--- src/rtl/lsu_mem_stage_pkg.sv ---
`default_nettype none
// ============================================================================
// Module      : lsu_mem_stage_pkg
// Description : Shared constants, error codes and decode helpers for the LSU.
// Revision    : 1.0 - initial release
// ============================================================================
package lsu_mem_stage_pkg;

    localparam int DATA_LEN = 32;

    localparam logic [2:0] F3_LB  = 3'b000;
    localparam logic [2:0] F3_LH  = 3'b001;
    localparam logic [2:0] F3_LW  = 3'b010;
    localparam logic [2:0] F3_LBU = 3'b100;
    localparam logic [2:0] F3_LHU = 3'b101;
    localparam logic [2:0] F3_SB  = 3'b000;
    localparam logic [2:0] F3_SH  = 3'b001;
    localparam logic [2:0] F3_SW  = 3'b010;

    typedef enum logic [1:0] {
        LSU_ERR_OK       = 2'd0,
        LSU_ERR_MISALIGN = 2'd1,
        LSU_ERR_TIMEOUT  = 2'd2,
        LSU_ERR_ILLEGAL  = 2'd3
    } lsu_err_e;

    localparam logic [1:0] ST_IDLE = 2'd0;
    localparam logic [1:0] ST_REQ  = 2'd1;
    localparam logic [1:0] ST_RESP = 2'd2;

    function automatic logic f3_legal(input logic [2:0] f3);
        return (f3 == F3_LB) || (f3 == F3_LH) || (f3 == F3_LW) ||
               (f3 == F3_LBU) || (f3 == F3_LHU);
    endfunction

    // Bytes never misalign; halves need off[0]==0; words need off==0.
    function automatic logic f3_misaligned(input logic [2:0] f3, input logic [1:0] off);
        case (f3[1:0])
            2'b01:   return off[0];
            2'b10:   return |off;
            default: return 1'b0;
        endcase
    endfunction

endpackage
`default_nettype wire

--- src/rtl/lsu_mem_stage_if.sv ---
`default_nettype none
// ============================================================================
// Module      : lsu_mem_stage_if
// Description : Data-memory req/ack bus between the LSU and data memory.
// Revision    : 1.0 - initial release
// ============================================================================
interface lsu_mem_stage_if;

    logic                                    mem_req;
    logic                                    mem_we;
    logic [lsu_mem_stage_pkg::DATA_LEN-1:0]  mem_addr;
    logic [3:0]                              mem_wstrb;
    logic [lsu_mem_stage_pkg::DATA_LEN-1:0]  mem_wdata;
    logic                                    mem_ack;
    logic [lsu_mem_stage_pkg::DATA_LEN-1:0]  mem_rdata;

    modport master (
        output mem_req, mem_we, mem_addr, mem_wstrb, mem_wdata,
        input  mem_ack, mem_rdata
    );

    modport slave (
        input  mem_req, mem_we, mem_addr, mem_wstrb, mem_wdata,
        output mem_ack, mem_rdata
    );

endinterface
`default_nettype wire

--- src/rtl/lsu_mem_stage_load_extract.sv ---
`default_nettype none
// ============================================================================
// Module      : lsu_mem_stage_load_extract
// Description : Selects the addressed byte/half of a read word and extends it.
// Revision    : 1.0 - initial release
// ============================================================================
module lsu_mem_stage_load_extract
    import lsu_mem_stage_pkg::*;
(
    input  logic [DATA_LEN-1:0] mem_rdata_i,
    input  logic [1:0]          off_i,
    input  logic [2:0]          funct3_i,
    output logic [DATA_LEN-1:0] rdata_o
);

    logic [7:0]  w_byte;
    logic [15:0] w_half;

    assign w_byte = mem_rdata_i[{off_i, 3'b000} +: 8];
    assign w_half = mem_rdata_i[{off_i[1], 4'b0000} +: 16];

    always_comb begin
        rdata_o = mem_rdata_i;
        case (funct3_i)
            F3_LB:   rdata_o = {{24{w_byte[7]}}, w_byte};
            F3_LH:   rdata_o = {{16{w_half[15]}}, w_half};
            F3_LBU:  rdata_o = {24'd0, w_byte};
            F3_LHU:  rdata_o = {16'd0, w_half};
            default: rdata_o = mem_rdata_i;
        endcase
    end

endmodule
`default_nettype wire

--- src/rtl/lsu_mem_stage.sv ---
`default_nettype none
// ============================================================================
// Module      : lsu_mem_stage
// Description : Load/store stage: byte/half/word accesses over req/ack memory.
// Revision    : 1.0 - initial release
// ============================================================================
module lsu_mem_stage
    import lsu_mem_stage_pkg::*;
#(
    parameter int TIMEOUT_CYC = 255
) (
    input  logic                clk,
    input  logic                rst,
    input  logic                start_i,
    input  logic                mem_read_i,
    input  logic                mem_write_i,
    input  logic [2:0]          funct3_i,
    input  logic [DATA_LEN-1:0] addr_i,
    input  logic [DATA_LEN-1:0] wdata_i,
    output logic                busy_o,
    output logic                done_o,
    output logic [1:0]          err_o,
    output logic [DATA_LEN-1:0] rdata_o,
    lsu_mem_stage_if.master     mem_bus
);

    localparam logic [7:0] c_to_last = 8'(TIMEOUT_CYC - 1);

    logic [1:0]          state_q, state_d;
    logic [7:0]          cnt_q;
    logic                we_q;
    logic [2:0]          f3_q;
    logic [1:0]          off_q;
    logic [DATA_LEN-1:0] maddr_q;
    logic [3:0]          wstrb_q;
    logic [DATA_LEN-1:0] wdata_q;
    lsu_err_e            err_q;
    logic [DATA_LEN-1:0] rdata_q;

    logic                w_illegal, w_noop, w_misalign, w_timeout, w_mem_req;
    logic [3:0]          w_strb;
    logic [DATA_LEN-1:0] w_wdata, w_load;

    assign w_illegal  = (mem_read_i && mem_write_i) || !f3_legal(funct3_i) ||
                        (mem_write_i && funct3_i[2]);
    assign w_noop     = !mem_read_i && !mem_write_i;
    assign w_misalign = f3_misaligned(funct3_i, addr_i[1:0]);
    assign w_timeout  = (cnt_q == c_to_last);

    // Store data is replicated across lanes so memory can pick by strobe alone.
    always_comb begin
        w_strb  = 4'b1111;
        w_wdata = wdata_i;
        case (funct3_i[1:0])
            2'b00: begin
                w_strb  = 4'b0001 << addr_i[1:0];
                w_wdata = {4{wdata_i[7:0]}};
            end
            2'b01: begin
                w_strb  = 4'b0011 << addr_i[1:0];
                w_wdata = {2{wdata_i[15:0]}};
            end
            default: ;
        endcase
    end

    lsu_mem_stage_load_extract u_extract (
        .mem_rdata_i (mem_bus.mem_rdata),
        .off_i       (off_q),
        .funct3_i    (f3_q),
        .rdata_o     (w_load)
    );

    always_ff @(posedge clk or posedge rst) begin
        if (rst) state_q <= ST_IDLE;
        else     state_q <= state_d;
    end

    always_comb begin
        state_d = state_q;
        case (state_q)
            ST_IDLE: if (start_i) state_d = (w_illegal || w_noop || w_misalign) ? ST_RESP : ST_REQ;
            ST_REQ:  if (mem_bus.mem_ack || w_timeout) state_d = ST_RESP;
            ST_RESP: state_d = ST_IDLE;
            default: state_d = ST_IDLE;
        endcase
    end

    always_comb begin
        busy_o    = (state_q != ST_IDLE);
        done_o    = (state_q == ST_RESP);
        w_mem_req = (state_q == ST_REQ);
    end

    always_ff @(posedge clk or posedge rst) begin
        if (rst) begin
            cnt_q   <= '0;
            we_q    <= 1'b0;
            f3_q    <= '0;
            off_q   <= '0;
            maddr_q <= '0;
            wstrb_q <= '0;
            wdata_q <= '0;
            err_q   <= LSU_ERR_OK;
            rdata_q <= '0;
        end else begin
            case (state_q)
                ST_IDLE: if (start_i) begin
                    if (w_illegal) begin
                        err_q <= LSU_ERR_ILLEGAL;
                    end else if (w_noop) begin
                        err_q   <= LSU_ERR_OK;
                        rdata_q <= '0;
                    end else if (w_misalign) begin
                        err_q <= LSU_ERR_MISALIGN;
                    end else begin
                        we_q    <= mem_write_i;
                        f3_q    <= funct3_i;
                        off_q   <= addr_i[1:0];
                        maddr_q <= {addr_i[DATA_LEN-1:2], 2'b00};
                        wstrb_q <= mem_write_i ? w_strb : 4'b0000;
                        wdata_q <= w_wdata;
                        cnt_q   <= '0;
                    end
                end
                ST_REQ: begin
                    if (mem_bus.mem_ack) begin
                        err_q <= LSU_ERR_OK;
                        if (!we_q) rdata_q <= w_load;
                    end else begin
                        cnt_q <= cnt_q + 8'd1;
                        if (w_timeout) err_q <= LSU_ERR_TIMEOUT;
                    end
                end
                default: ;
            endcase
        end
    end

    assign err_o             = err_q;
    assign rdata_o           = rdata_q;
    assign mem_bus.mem_req   = w_mem_req;
    assign mem_bus.mem_we    = we_q;
    assign mem_bus.mem_addr  = maddr_q;
    assign mem_bus.mem_wstrb = wstrb_q;
    assign mem_bus.mem_wdata = wdata_q;

endmodule
`default_nettype wire

--- src/flat_wrapper.sv ---
// flat-port wrapper written by rule: the top's interface ports become plain ports
module lsu_mem_stage_flat import lsu_mem_stage_pkg::*;
#(
    parameter int TIMEOUT_CYC = 255
)
  (clk, rst, start_i, mem_read_i, mem_write_i, funct3_i, addr_i, wdata_i, busy_o, done_o, err_o, rdata_o, mem_bus_mem_req, mem_bus_mem_we, mem_bus_mem_addr, mem_bus_mem_wstrb, mem_bus_mem_wdata, mem_bus_mem_ack, mem_bus_mem_rdata);
  lsu_mem_stage_if mem_bus_i ();
  input  logic clk;
  input  logic rst;
  input  logic start_i;
  input  logic mem_read_i;
  input  logic mem_write_i;
  input  logic [2:0] funct3_i;
  input  logic [DATA_LEN-1:0] addr_i;
  input  logic [DATA_LEN-1:0] wdata_i;
  output logic busy_o;
  output logic done_o;
  output logic [1:0] err_o;
  output logic [DATA_LEN-1:0] rdata_o;
  output wire logic [$bits(mem_bus_i.mem_req)-1:0] mem_bus_mem_req;
  output wire logic [$bits(mem_bus_i.mem_we)-1:0] mem_bus_mem_we;
  output wire logic [$bits(mem_bus_i.mem_addr)-1:0] mem_bus_mem_addr;
  output wire logic [$bits(mem_bus_i.mem_wstrb)-1:0] mem_bus_mem_wstrb;
  output wire logic [$bits(mem_bus_i.mem_wdata)-1:0] mem_bus_mem_wdata;
  input wire logic [$bits(mem_bus_i.mem_ack)-1:0] mem_bus_mem_ack;
  input wire logic [$bits(mem_bus_i.mem_rdata)-1:0] mem_bus_mem_rdata;
  assign mem_bus_mem_req = mem_bus_i.mem_req;
  assign mem_bus_mem_we = mem_bus_i.mem_we;
  assign mem_bus_mem_addr = mem_bus_i.mem_addr;
  assign mem_bus_mem_wstrb = mem_bus_i.mem_wstrb;
  assign mem_bus_mem_wdata = mem_bus_i.mem_wdata;
  assign mem_bus_i.mem_ack = mem_bus_mem_ack;
  assign mem_bus_i.mem_rdata = mem_bus_mem_rdata;
  lsu_mem_stage #(.TIMEOUT_CYC(TIMEOUT_CYC)) u_core (.clk(clk), .rst(rst), .start_i(start_i), .mem_read_i(mem_read_i), .mem_write_i(mem_write_i), .funct3_i(funct3_i), .addr_i(addr_i), .wdata_i(wdata_i), .busy_o(busy_o), .done_o(done_o), .err_o(err_o), .rdata_o(rdata_o), .mem_bus(mem_bus_i));
endmodule
--- config.mk ---
export PLATFORM = sky130hd
export DESIGN_NAME = lsu_mem_stage_flat
export DESIGN_NICKNAME = d
export VERILOG_FILES = /design/src/rtl/lsu_mem_stage_pkg.sv /design/src/rtl/lsu_mem_stage_if.sv /design/src/rtl/lsu_mem_stage_load_extract.sv /design/src/rtl/lsu_mem_stage.sv /design/src/flat_wrapper.sv
export SDC_FILE = /design/constraint.sdc
export NUM_CORES = 1
export LEC_CHECK = 0
export BUFFER_PORTS_ARGS = -buffer_cell sky130_fd_sc_hd__buf_4
export CORE_MARGIN = 2
export CORE_UTILIZATION = 49
export CTS_CLUSTER_SIZE = 8
export DETAILED_ROUTE_END_ITERATION = 8
export GPL_ROUTABILITY_DRIVEN = 0
export PLACE_DENSITY_LB_ADDON = 0.1
export REMOVE_ABC_BUFFERS = 1
export SLEW_MARGIN = 40
export SYNTH_ARGS = -nofsm -noshare
export SYNTH_HDL_FRONTEND = slang
export SYNTH_SLANG_ARGS = --single-unit
--- constraint.sdc ---
create_clock -name clk -period 4.55 [get_ports clk]
set_input_delay 0.91 -clock clk [delete_from_list [all_inputs] [get_ports clk]]
set_output_delay 0.91 -clock clk [all_outputs]
set_load 0.005 [all_outputs]
---- Word level (Yosys, flattened, before mapping) ----
Cells that the tools add are included.
word-level totals
  logic and storage cells ................. 96
  output and inout port bits .............. 106
  input port bits ......................... 105
  register bits ........................... 116
cells by class
  add/sub/neg operators ................... 1
  reductions and logical operators ........ 27
  multiplexer cells ....................... 28
  equality and inequality tests ........... 23
  bitwise logic cells ..................... 3
  shifts and indexed selects .............. 4
operators by type and width
  kind                                                             count
  32-bit 2-to-1 mux                                                5
  32-bit one-hot mux with 2 select lines                           2
  32-bit one-hot mux with 4 select lines                           1
  8-bit 2-to-1 mux                                                 5
  32-bit by 6-bit indexed part select with 16-bit output           1
  32-bit by 6-bit indexed part select with 8-bit output            1
  2-bit 2-to-1 mux                                                 9
  8-bit one-hot mux with 2 select lines                            1
  3-bit == test, second input constant                             4
  2-bit != test, second input constant                             6
  6-bit AND reduction                                              2
  1-bit logical OR                                                 9
  8-bit by 1-bit adder with 8-bit output, second input constant    1
  8-bit == test, second input constant                             1
  2-bit one-hot mux with 2 select lines                            2
  4-bit one-hot mux with 2 select lines                            1
  3-bit by 1-bit == test with 1-bit output, second input constant  2
  3-bit logical NOT                                                2
  2-bit by 1-bit != test with 1-bit output, second input constant  3
  5-bit AND reduction                                              1
  2-bit by 1-bit == test with 1-bit output, second input constant  2
  2-bit == test, second input constant                             2
  2-bit logical NOT                                                2
  4-bit 2-to-1 mux                                                 1
  13 further kinds                                                 20

---- Longest topological paths before layout ----
Gate-level depths: netlist (run 1).
  depth after elaboration ................. 13
  mapped depth ............................ 10

---- Modules after synthesis ----
From an unflattened synthesis (run 1), not the netlist that was laid out.
unflattened totals
  cells, all modules ...................... 579
  area total of the unflattened synthesis .. 5890.6 µm²
modules (own cells, without submodules)
  module                      times used  cells an instance  area each (µm²)
  lsu_mem_stage               1           458                4941.0
  lsu_mem_stage_load_extract  1           121                949.7

---- Worst setup path after synthesis (run 1) ----
Ideal clock, no wire load.
  path type ............................... in2reg
  start point ............................. in funct3_i[0]
  end point ............................... reg u_core.err_q[0], in the netlist u_core.err_o[0]
  buffers on the path ..................... 0
  arrival ................................. 2.380 ns
  stages .................................. 7
  setup slack ............................. 2.042 ns
  path through ............................ inv_1 -> ha_1 -> o211a_1 -> a31o_2 -> o31a_1 -> o21ai_2 -> mux2_1
between the ends
  cells in the longest elaborated chain, start to end .. 11
RTL lines
  what                                                                                  line                     RTL
  from (decl)                                                                           flat_wrapper.sv:13       input logic [2:0] funct3_i;
  3-bit by 1-bit == test with 1-bit output / 3-bit logical NOT (equally long branches)  lsu_mem_stage_pkg.sv:32  return (f3 == F3_LB) || (f3 == F3_LH) || (f3 == F3_LW) ||
  1-bit logical OR (3 in series)                                                        lsu_mem_stage_pkg.sv:32
  1-bit logical OR                                                                      lsu_mem_stage_pkg.sv:33  (f3 == F3_LBU) || (f3 == F3_LHU);
  1-bit logical NOT                                                                     lsu_mem_stage.sv:44      assign w_illegal = (mem_read_i && mem_write_i) || !f3_legal(funct3_i) ||
  1-bit logical OR (2 in series)                                                        lsu_mem_stage.sv:44
  2-bit 2-to-1 mux                                                                      lsu_mem_stage.sv:109     if (w_illegal) begin
  2-bit 2-to-1 mux                                                                      lsu_mem_stage.sv:108     ST_IDLE: if (start_i) begin
  2-bit one-hot mux with 2 select lines                                                 lsu_mem_stage.sv:107     case (state_q)
  to (signal assigned)                                                                  lsu_mem_stage.sv:110     err_q <= LSU_ERR_ILLEGAL;
  to (signal assigned)                                                                  lsu_mem_stage.sv:112     err_q <= LSU_ERR_OK;
  to (signal assigned)                                                                  lsu_mem_stage.sv:115     err_q <= LSU_ERR_MISALIGN;
  to (decl)                                                                             lsu_mem_stage.sv:37      lsu_err_e err_q;
Several ways; a longest one is shown, not always the timed one. The select of a mux whose other input is x is not followed.
A chain may end at the register's enable or synchronous reset.

---- Worst setup path in the final report (run 1) ----
  start point ............................. in funct3_i[0]
  end point ............................... reg u_core.wdata_q[11], in the netlist u_core.mem_bus.mem_wdata[11]
between the ends
  cells in the longest elaborated chain, start to end .. 10
RTL lines
  what                                                                                  line                     RTL
  3-bit by 1-bit == test with 1-bit output / 3-bit logical NOT (equally long branches)  lsu_mem_stage_pkg.sv:32
  1-bit logical OR (3 in series)                                                        lsu_mem_stage_pkg.sv:32
  1-bit logical OR                                                                      lsu_mem_stage_pkg.sv:33
  1-bit logical NOT                                                                     lsu_mem_stage.sv:44
  1-bit logical OR (2 in series)                                                        lsu_mem_stage.sv:44
  1-bit NOT (no line)                                                                   n/a
  5-bit AND reduction (no line)                                                         n/a
  to (signal assigned)                                                                  lsu_mem_stage.sv:122     wdata_q <= w_wdata;
  to (decl)                                                                             lsu_mem_stage.sv:36      logic [DATA_LEN-1:0] wdata_q;
Several ways; a longest one is shown, not always the timed one.

==> results of run 1 <==
registers in the layout, summed over array words and instances (netlist names):
name / count
u_core.cnt_q: 8
u_core.err_o: 2
u_core.f3_q: 3
u_core.mem_bus.mem_addr: 30
u_core.mem_bus.mem_wdata: 32
u_core.mem_bus.mem_we: 1
u_core.mem_bus.mem_wstrb: 4
u_core.off_q: 2
u_core.rdata_o: 32
u_core.state_q: 2
layout make-up:
cell class                 count  area [sq um]  share of cell area
tap                          140           175              0.0227
sequential                   116          2900               0.376
multi-input combinational    397          2320               0.300
inverter                      15          61.3             0.00793
clock inverter                10           178              0.0230
timing repair buffer         217          1630               0.211
clock buffer                  21           459              0.0594
per-stage QoR:
step / power (mW) / hold slack [ps] / utilization / std cells / setup slack (ps)
floorplan: 2.26 / 470 / - / 528 / 127
global placement: 3.04 / 462 / 0.653 / 884 / 1370
detailed placement: 3.10 / 463 / 0.654 / 885 / 1210
CTS: 4.56 / 478 / 0.713 / 916 / 1740
global route: 4.79 / 496 / 0.713 / 916 / 1510
finish: 4.54 / 474 / 0.713 / 916 / 1730
worst min-delay path, stage by stage, from the launching register on:
cell	delay, ps
dfrtp_1	340
nand2_1	50
nand2_1	50
power by group:
group | internal (mW) | switching, mW | total [mW]
Sequential | 1.40 | 0.289 | 1.69
Clock | 0.981 | 0.462 | 1.44
Combinational | 0.791 | 0.609 | 1.40
layer usage:
| layer | global-route usage | vias up |
|---|---|---|
| li1 | - | 2384 |
| met1 | 0.352 | 2497 |
| met2 | 0.448 | 213 |
| met3 | 0.0883 | 26 |
| met4 | 0.0850 | 0 |
| met5 | 0 | - |
worst paths after layout:
kind,slack [ps],cells after the start,startpoint,to
max,1730,9,funct3_i[0],u_core.mem_bus.mem_wdata[11]
min reg2reg,470,2,u_core.mem_bus.mem_addr[25],u_core.mem_bus.mem_addr[25]
min in group asynchronous,490,2,rst,u_core.mem_bus.mem_addr[20]
min,470,2,u_core.mem_bus.mem_addr[25],u_core.mem_bus.mem_addr[25]
max reg2reg,2120,5,u_core.off_q[1],u_core.rdata_o[24]
max in group asynchronous,3260,3,rst,u_core.rdata_o[6]
synthesized netlist by cell type (11+ instances only):
library cell	n	area (sq um)
a221o_1	16	160
mux2i_1	18	180
dfrtp_1	116	2900
inv_1	15	56.3
nor2_1	35	131
a21oi_1	11	55.1
clkbuf_1	12	45.0
nand2_1	170	638
buf_2	19	95.1
cells by family after synthesis:
family	count (synthesis)	share of synthesized area
other	1	0.000686
AND/OR/NAND/NOR	240	0.185
buffers and inverters	54	0.0470
flip-flops	116	0.531
adder cells (fa/ha/maj)	5	0.0115
multiplexers	22	0.0433
AO/OA/AOI/OAI	128	0.181
==> impl_metrics.toml, run 1 <==
[detailed_routing]
wl_met3_um = 1290
drtIter0Drc = 418
viasPerCell = 5.59
first_pass_iters = 5
highest-signal-layer = "met4"
met2WireLength_um = 7870
drt-met1-wl_um = 6550
drtAntennaViolNets = 0
drc = 0
wire_per_inst_um = 17.5
dr_total_vias = 5120
finalWirelength_um = 16000

[sta]
max_freq_ghz = 0.355
clock_skew_ps = 5.93
rsz0062_at_grt = "false"
final_min_period_over_clock_period = 0.620
worst_pin_slew_ps = 850
min_period_ps = 2820
setup_tns_ps = 0
setup_viol = 0
hold_viol_final = 0
report.final.slew_viol_count = 0
relSlewSlack = 0.433

[cts]
cts_setup_buffers = 0
insertion_delay_ps = 520
cts_buffers = 17
htreeDepth = 4
cts_max_path_buffers = 2
cts_hold_buf = 0
root_buffer = "clkbuf_8"
cts.reportedPaths.clkPinSlew_ps = 60
ctsResizeCount = 0
clock_sinks = 116
tritoncts = "built"

[synthesis]
async_reset_ff_frac = 1.00
synth_warnings = 0
synth.distinct_cells = 58
netlist_area_sq_um = 5460
synth_ff_type = "dfrtp_1"
synth.yosys.seq_area_share = 0.531
syn_avg_cell_area_sq_um = 9.65
synth.ff_latch_count = 116
postSynthCellCount = 566
synth_edf_count = 0

[setup_path]
endpoint_kind = "flop"
required_ps = 4940
path_cells = "buf_4 > inv_1 > ha_1 > nor2_2 > a211oi_2 > nand2_2 > buf_4 > a221oi_1 > nor2_1"
arrival_ps = 3210
path_max_fanout = 33
path_class = "input port to flop"
slowest_stage = "ha_1"
worstPathBufferInverterCount = 3
critical_path.most_common_cell = "buf_4"
path_delay_family = "adder cells"
worst_setup_path_start_kind = "input port"
critPathMaxStageDelay_ps = 620

[power]
p_leak_nw = 3.92
ir_worst_vdd_mv = 0.380
power.density_nw_per_um2 = 587

[placement]
placed_area_sq_um = 7090
dpl.hpwl_um = 11200
port_buffers = 208

[cells_and_area]
final_cell_mix = "216 x buf_4, 169 x nand2_1, 116 x dfrtp_1"
stdcell_area_sq_um = 7730
n_fill_cell = 830
layout_commonest_cell = "buf_4"
drive_above_1_share = 0.341
num_antenna_cells = 0
area_growth_pct = 41.5
layout.nets = 874

[global_routing]
grt_pass1_vias = 5136
antenna_found_initial = 0
grtUsageTotal = 0.276
grt_first_pass_wirelength_um = 25500
grt_max_degree = 71
gr-total-overflow = 0

[floorplanning]
die_x_um = 110
initial_core_util = 0.504
fp.dieH_um = 110
core_area_sq_um = 10800
num_io_pins = 211
die_area_sq_um = 12000
fp-row-count = 38

[min_path]
min_path_type = "flop to flop"

[run]
maxCapViolations = 0

[run_status]
status = "complete, no violations"
Power figures use the tool's default switching activity.
==> run 2, diff against run 1 <==
- ABC_AREA: unset -> 1
- CORE_UTILIZATION: 49 -> 51
- clock period: 4.55 -> 2.9 ns (I/O delays scaled with it)
==> impl_metrics.toml, run 2 <==
[synthesis]
yosys.area.top_type = "dfrtp_1"
syn_avg_cell_area_sq_um = 7.02
synth_edf_count = 0
yosysMostFrequentCell = "nand2_1"
synth.yosys.seq_area_share = 0.475
synth.distinct_cells = 23
synthTopCellsByCount = "379 x nand2_1, 116 x dfrtp_1, 100 x nand3_1"
synth_warnings = 0
yosysTopAreaCellShare = 0.475
async_reset_ff_frac = 1.00
synthTopCellsByArea = "dfrtp_1 48%, nand2_1 23%, nand3_1 8.2%"
netlist_area_sq_um = 6110
synth.ff_latch_count = 116
synth_ff_type = "dfrtp_1"
postSynthCellCount = 871

[setup_path]
path_class = "input port to flop"
endpoint_kind = "flop"
arrival_ps = 2390
r2r_slack_ps = 960
path_max_fanout = 72
worst_setup_path_start_kind = "input port"
worst_r2r_startpoint = "u_core.state_q[0]"
required_ps = 3250
r2r_cells = 6
r2r_end = "u_core.mem_bus.mem_addr[21]"

[cells_and_area]
drive_above_1_share = 0.252
fin_util = 0.722
num_antenna_cells = 0
final_cell_mix = "379 x nand2_1, 219 x buf_4, 116 x dfrtp_1"
stdcell_area_sq_um = 8350
final_cells = 1223
n_fill_cell = 962
area_growth_pct = 36.7
layout_commonest_cell = "nand2_1"
layout.nets = 1178

[placement]
port_buffers = 208
place_inst = 1192
dpl.hpwl_um = 11500
dp_slack_ps = 485
placed_area_sq_um = 7760

[sta]
relSlewSlack = 0.497
rsz0062_at_grt = "false"
worst_pin_slew_ps = 754
report.final.slew_viol_count = 0
clock_skew_ps = 7.50
max_freq_ghz = 0.489
hold_viol_final = 0
final_min_period_over_clock_period = 0.706
min_period_ps = 2050
setup_viol = 0
setup_tns_ps = 0
whs_ps = 122
fin_ws_ps = 853

[detailed_routing]
drtAntennaViolNets = 0
drtIter0Drc = 502
finalWirelength_um = 17000
first_pass_iters = 4
viasPerCell = 5.05
drc = 0
wire_per_inst_um = 13.9
dr_total_vias = 6173

[cts]
cts_setup_buffers = 0
clock_sinks = 116
tritoncts = "built"
root_buffer = "clkbuf_16"
insertion_delay_ps = 410
cts_max_path_buffers = 2
cts.reportedPaths.clkPinSlew_ps = 50
cts_buffers = 17
cts_hold_buf = 0
ctsResizeCount = 0
htreeDepth = 4

[floorplanning]
fp-row-count = 39
fp.dieH_um = 113
initial_core_util = 0.528
num_io_pins = 211
die_x_um = 113
core_area_sq_um = 11600
die_area_sq_um = 12900

[global_routing]
antenna_found_initial = 0
grt_max_degree = 76
grtUsageTotal = 0.269
grt_pass1_vias = 5846
grt_first_pass_wirelength_um = 27700
gr-total-overflow = 0

[power]
power.density_nw_per_um2 = 819
fin_total_pwr_mw = 6.84
p_leak_nw = 4.83
ir_worst_vdd_mv = 0.541

[run]
maxCapViolations = 0

[min_path]
min_path_type = "input port to asynchronous set/reset pin"

[run_status]
status = "complete, no violations"
run 2: changes by cell type in the layout (fill, tap and decap cells not counted), moves of 8 or more:
cell | previous run | this run
or2_2 | 1 | 11
nand2_1 | 169 | 379
a22o_1 | 8 | 0
o22ai_1 | 8 | 0
a221oi_1 | 8 | 0
mux2i_1 | 18 | 0
inv_1 | 14 | 58
a221o_1 | 16 | 0
nand3_1 | 6 | 100
nor2_1 | 33 | 84
a22oi_1 | 8 | 0
o21ai_0 | 8 | 37
run 2: metal layers:
metal  share of wire  track usage  up-vias
li1                -            -     3093
met2            0.48        0.438      225
met4           0.024        0.111        0
met3           0.081       0.0824       28
met1            0.41        0.336     2827
met5               0            0        -
run 2: cells by family (layout without fill, tap and decap cells):
family          after synthesis  after routing  synth area share
compound gates               59             59            0.0485
fa+ha+maj                     5              5            0.0102
buf+inv                     105            313            0.0727
flops                       116            116             0.475
other cells                   1              2          0.000614
simple gates                585            585             0.393
run 2: cell type report:
cell class / count / area [sq um] / share of cell area
multi-input cells: 651 / 2770 / 0.331
clock inverters: 9 / 103 / 0.0123
repair buffers: 221 / 1680 / 0.202
well taps: 143 / 179 / 0.0214
inverters: 61 / 231 / 0.0277
clock buffers: 22 / 484 / 0.0580
flip-flops and latches: 116 / 2900 / 0.348
run 2: worst max path at each step:
stage / start / end / slack (ps) / cells after the start
5_1_grt: funct3_i[1] / u_core.mem_bus.mem_addr[26] / 650 / 10
2_1_floorplan: rst / u_core.cnt_q[0] / -750 / 1
3_5_place_dp: funct3_i[1] / u_core.mem_bus.mem_addr[4] / 480 / 10
3_3_place_gp: funct3_i[1] / u_core.mem_bus.mem_wstrb[0] / 560 / 11
6_report: funct3_i[1] / u_core.mem_bus.mem_addr[21] / 850 / 10
4_1_cts: funct3_i[1] / u_core.mem_bus.mem_wstrb[2] / 870 / 10
run 2: critical path, stage by stage:
cell and delay (ps):
buf_4 120, inv_1 70, ha_1 260, nor2_4 50
nand2_2 80, nand3_1 120, nor2_4 170, buf_4 610
nand3_1 170, nand2_1 120
run 2: where the power goes:
| group | switching (mW) | total, mW | internal (mW) |
|---|---|---|---|
| clock | 0.729 | 2.07 | 1.34 |
| combinational | 1.21 | 2.30 | 1.09 |
| sequential | 0.334 | 2.47 | 2.14 |
| total | 2.27 | 6.84 | 4.57 |
